<file path="config.mk">
export PLATFORM = sky130hd
export DESIGN_NAME = reg_display_ctrl
export DESIGN_NICKNAME = d
export VERILOG_FILES = /design/src/rtl/reg_display_ctrl.sv
export SDC_FILE = /design/constraint.sdc
export NUM_CORES = 1
export LEC_CHECK = 0
export ABC_AREA = 1
export ABC_CLOCK_PERIOD_IN_PS = 3350
export CAP_MARGIN = 30
export CORE_AREA = 10 10 141 143
export DETAILED_ROUTE_END_ITERATION = 8
export DIE_AREA = 0 0 151 153
export PLACE_DENSITY = 0.78
export REMOVE_ABC_BUFFERS = 1
export SLEW_MARGIN = 0
export SYNTH_ARGS = -nofsm -noshare
export SYNTH_HDL_FRONTEND = slang
export SYNTH_SLANG_ARGS = --single-unit
</file>
<file path="constraint.sdc">
create_clock -name clk -period 3.35 [get_ports clk]
set_input_delay 0.67 -clock clk [delete_from_list [all_inputs] [get_ports clk]]
set_output_delay 0.67 -clock clk [all_outputs]
set_load 0.005 [all_outputs]
</file>
<file path="src/rtl/reg_display_ctrl.sv">
// On-screen register viewer: snapshots NREGS 16-bit registers per frame and scans them
// into a 32-pixel-wide window as rows of 4 hex digits via an external glyph datapath.
module reg_display_ctrl #(
    parameter logic [9:0] X0    = 10'd64,
    parameter logic [9:0] Y0    = 10'd48,
    parameter int         NREGS = 8
) (
    input  logic                  clk,
    input  logic                  reset,
    input  logic [9:0]            hpos,
    input  logic [9:0]            vpos,
    input  logic                  frame_start,
    input  logic                  freeze,
    input  logic [NREGS*16-1:0]   reg_in,
    output logic [15:0]           glyph_reg,
    output logic [2:0]            glyph_line,
    output logic [4:0]            glyph_col,
    input  logic                  glyph_pixel,
    output logic                  pix_out,
    output logic                  pix_valid
);

    localparam logic [10:0] X_END = {1'b0, X0} + 11'd32;
    localparam logic [10:0] Y_END = {1'b0, Y0} + 11'(NREGS * 10);

    typedef enum logic {WAIT_FRAME, ACTIVE} state_t;

    state_t      r_state, w_state_nxt;
    logic        w_snap;
    logic [15:0] r_shadow [NREGS];
    logic [3:0]  r_row, r_sub;
    logic [15:0] w_cur_reg;
    logic        w_hin, w_vin, w_win;
    logic [4:0]  w_hcol;
    logic [15:0] r_glyph_reg;
    logic [2:0]  r_glyph_line;
    logic [4:0]  r_glyph_col;
    logic        r_in_win, r_win_d1;
    logic        r_pix_out, r_pix_valid;

    // The first frame_start always snapshots, later ones only when not frozen.
    always_comb begin
        w_state_nxt = r_state;
        w_snap      = 1'b0;
        if (frame_start) begin
            w_state_nxt = ACTIVE;
            w_snap      = (r_state == WAIT_FRAME) || !freeze;
        end
    end

    always_ff @(posedge clk) begin
        if (reset) r_state <= WAIT_FRAME;
        else       r_state <= w_state_nxt;
    end

    always_ff @(posedge clk) begin
        if (reset) begin
            for (int k = 0; k < NREGS; k++) r_shadow[k] <= 16'd0;
        end else if (w_snap) begin
            for (int k = 0; k < NREGS; k++) r_shadow[k] <= reg_in[16*k +: 16];
        end
    end

    assign w_hin  = ({1'b0, hpos} >= {1'b0, X0}) && ({1'b0, hpos} < X_END);
    assign w_vin  = ({1'b0, vpos} >= {1'b0, Y0}) && ({1'b0, vpos} < Y_END);
    assign w_win  = w_hin && w_vin;
    // Low 5 bits of hpos-X0; out-of-window wrap is masked by in_win downstream.
    assign w_hcol = hpos[4:0] - X0[4:0];

    // Row/sub-line tracked incrementally at the start of each line instead of dividing vpos.
    always_ff @(posedge clk) begin
        if (reset) begin
            r_row <= 4'd0;
            r_sub <= 4'd0;
        end else if (hpos == 10'd0) begin
            if (vpos == Y0) begin
                r_row <= 4'd0;
                r_sub <= 4'd0;
            end else if (w_vin) begin
                if (r_sub == 4'd9) begin
                    r_sub <= 4'd0;
                    r_row <= r_row + 4'd1;
                end else begin
                    r_sub <= r_sub + 4'd1;
                end
            end
        end
    end

    always_comb begin
        w_cur_reg = 16'd0;
        for (int k = 0; k < NREGS; k++)
            if (r_row == 4'(k)) w_cur_reg = r_shadow[k];
    end

    always_ff @(posedge clk) begin
        if (reset) begin
            r_glyph_reg  <= 16'd0;
            r_glyph_line <= 3'd0;
            r_glyph_col  <= 5'd0;
            r_in_win     <= 1'b0;
            r_win_d1     <= 1'b0;
            r_pix_out    <= 1'b0;
            r_pix_valid  <= 1'b0;
        end else begin
            r_glyph_reg  <= w_cur_reg;
            r_glyph_line <= r_sub[2:0];
            r_glyph_col  <= w_hcol;
            r_in_win     <= w_win && (r_sub < 4'd8) && (r_state == ACTIVE);
            r_win_d1     <= w_win;
            r_pix_out    <= glyph_pixel & r_in_win;
            r_pix_valid  <= r_win_d1;
        end
    end

    assign glyph_reg  = r_glyph_reg;
    assign glyph_line = r_glyph_line;
    assign glyph_col  = r_glyph_col;
    assign pix_out    = r_pix_out;
    assign pix_valid  = r_pix_valid;

endmodule

</file>
==> impl_metrics.py <==
metrics = {
    "global_routing": {
        "gr-usage-met1_pct": 19.9,
        "grt_use_total_pct": 16.4,
        "met2_usage_pct": 26.5,
        "met3_usage_pct": 5.85,
        "grt-busiest-layer": "met2",
        "grt_pass1_wl_mm": 29.8,
        "antenna_found_initial": 0,
        "grt_pass1_vias": 6110,
        "grt_max_degree": 54,
        "overflow": 0,
    },
    "timing": {
        "fin_skew_ps": 7.28,
        "setup_violations": 0,
        "rsz0062_at_grt": "no",
        "min_period_ps": 2210,
        "finalMaxSlewViolations": 0,
        "slew_headroom_pct": 39.0,
        "setup_tns_ps": 0,
        "clock.fmax_mhz": 453,
        "max_slew.worst_pin.slew_ps": 912,
        "hold_viol": 0,
        "post-route-period-util_pct": 65.9,
    },
    "run": {
        "cap_violations": 0,
    },
    "synthesis": {
        "yosysTopAreaCellShare_pct": 49.6,
        "ys_ff_latch": 165,
        "synth-warning-count": 0,
        "synth_common_cells": "203 x inv_1, 203 x nor2_1, 135 x nand2_1",
        "ys_seq_area_share_pct": 59.1,
        "synthFlopType": "edfxtp_1",
        "netlist_area_mm2": 0.00775,
        "synth_cell_type_count": 29,
        "synth-edff-count": 128,
        "synthArstFlopShare_pct": 0,
        "yosys.area.top_type": "edfxtp_1",
        "ys_top_cells_by_area": "edfxtp_1 50%, inv_1 9.8%, nor2_1 9.8%, dfxtp_1 9.6%, nand2_1 6.5%",
        "avgSynthCellArea_um2": 8.52,
        "synth_cells": 910,
    },
    "cells_and_area": {
        "stdcell_count": 1313,
        "regArea_mm2": 0.00458,
        "multi_input_area_mm2": 0.00219,
        "nNetsFinal": 1231,
        "layout-drive-gt1-share_pct": 4.51,
        "largest_reg_flops": 128,
        "nFillCells": 1450,
        "area_delta_synth_final_pct": 33.0,
    },
    "status": {
        "status": "completed",
    },
    "setup_path": {
        "critPathLaunchType": "flip-flop",
        "reg2reg_depth": 7,
        "r2r_setup_slack_ps": 1140,
        "crit_required_ps": 3660,
        "setup.worst_path.class": "flip-flop to flip-flop",
        "crit_fanout": 20,
        "critPathCaptureType": "flip-flop",
        "cp.arrival_ps": 2520,
    },
    "pwr": {
        "peakVddDrop_v": 0.000369,
        "p_per_area_mw_per_mm2": 453,
        "total_power_uw": 4680,
        "p_leak_uw": 0.00473,
    },
    "routing": {
        "vias": 6140,
        "drc": 0,
        "drt_wl_total_mm": 18.9,
        "ant_nets": 0,
        "drtPass1Iterations": 5,
        "vias_per_cell": 4.68,
        "routedWlPerCell_um": 14.4,
        "drt_first_iter_violations": 509,
    },
    "clock_tree": {
        "cts_sinks": 165,
        "cts_tree": "built",
        "path_clk_slew_ps": 60,
        "cts_resized": 0,
        "numCtsBuffers": 17,
        "clk_latency_ps": 430,
        "clk_path_buf_depth": 2,
        "htree_levels": 4,
        "cts_setup_buffers": 0,
        "cts-hold-fix-buffers": 0,
        "cts_root_buf": "clkbuf_16",
    },
    "floorplan": {
        "io_pins": 179,
        "num_rows": 48,
        "die_h_um": 153,
        "die_area_mm2": 0.0231,
        "die_x_um": 151,
        "start_util_pct": 45.4,
        "core_mm2": 0.0171,
    },
    "worst_hold_path": {
        "hp-class": "flip-flop to flip-flop",
        "holdPathStages": 2,
    },
    "place": {
        "dp_hpwl_mm": 13.5,
        "dp.cells": 1280,
        "io_buffers": 178,
        "place_congestion": 0.851,
    },
}
-- critical path: stages, from the launching register on --
cell,delay (ps)
dfxtp_1,420
ha_1,220
nand3_1,650
buf_4,470
nor2_1,100
nor2_1,50
nand2_1,100
a21oi_1,70
-- cells by family after synthesis --
kind of cell	Yosys count	synth area share, %
simple gates	445	24.4
buf+inv	250	12.7
flops	165	59.1
compound gates	43	2.78
fa+ha+maj	4	0.646
xor+xnor	3	0.339
-- per-stage QoR --
stage	cell area, µm²	utilization [%]	setup slack, ps	hold slack [ps]
after global routing	10300	60.4	1010	421
final	10300	60.5	1140	403
after global placement	9730	57.0	743	394
after CTS	10300	60.4	1150	408
after detailed placement	9740	57.1	721	399
after floorplan	7530	-	472	388
-- cells in the final DEF, fill, tap and decap left out, types with 2 or more instances in the layout --
| cell type | n |
|---|---|
| edfxtp_1 | 128 |
| nor3_1 | 3 |
| inv_1 | 203 |
| a21oi_1 | 25 |
| nand3_1 | 62 |
| nand3b_1 | 16 |
| clkbuf_16 | 19 |
| inv_4 | 2 |
| xor2_1 | 2 |
| nor2_1 | 203 |
| clkbuf_1 | 3 |
| dfxtp_1 | 37 |
| buf_4 | 9 |
| clkinv_2 | 4 |
| clkbuf_8 | 3 |
| ha_1 | 4 |
| buf_12 | 3 |
| nand4_1 | 19 |
| clkdlybuf4s50_1 | 177 |
| o21ai_0 | 17 |
| nand2_1 | 134 |
-- power breakdown --
part           internal [µW]  switching, µW  leakage [µW]
Sequential              2350           31.4       0.00169
Clock                   1090            762      0.000286
Combinational            242            195       0.00276
-- routing by layer --
| layer | routed length [µm] | share of wire (%) | vias up |
|---|---|---|---|
| met2 | 9100 | 48 | 240 |
| li1 | - | - | 3131 |
| met5 | 0 | 0 | - |
| met3 | 1820 | 9.6 | 27 |
| met4 | 305 | 1.6 | 0 |
| met1 | 7690 | 41 | 2742 |
-- final cells by class --
cell class,instances,share of cell area [%]
repair buffers,191,18.6
clock inverters,7,0.388
inverters,204,7.44
well taps,225,2.73
diodes,1,0.0243
flip-flops and latches,165,44.5
multi-input cells,495,21.2
clock buffers,25,5.12
-- final timing paths --
kind | start | to
max | r_row[0] | glyph_reg[10]
max reg2reg | r_row[0] | glyph_reg[10]
min reg2reg | r_win_d1 | pix_valid
min | r_win_d1 | pix_valid
No activity file was read; power rests on OpenSTA's default activity.
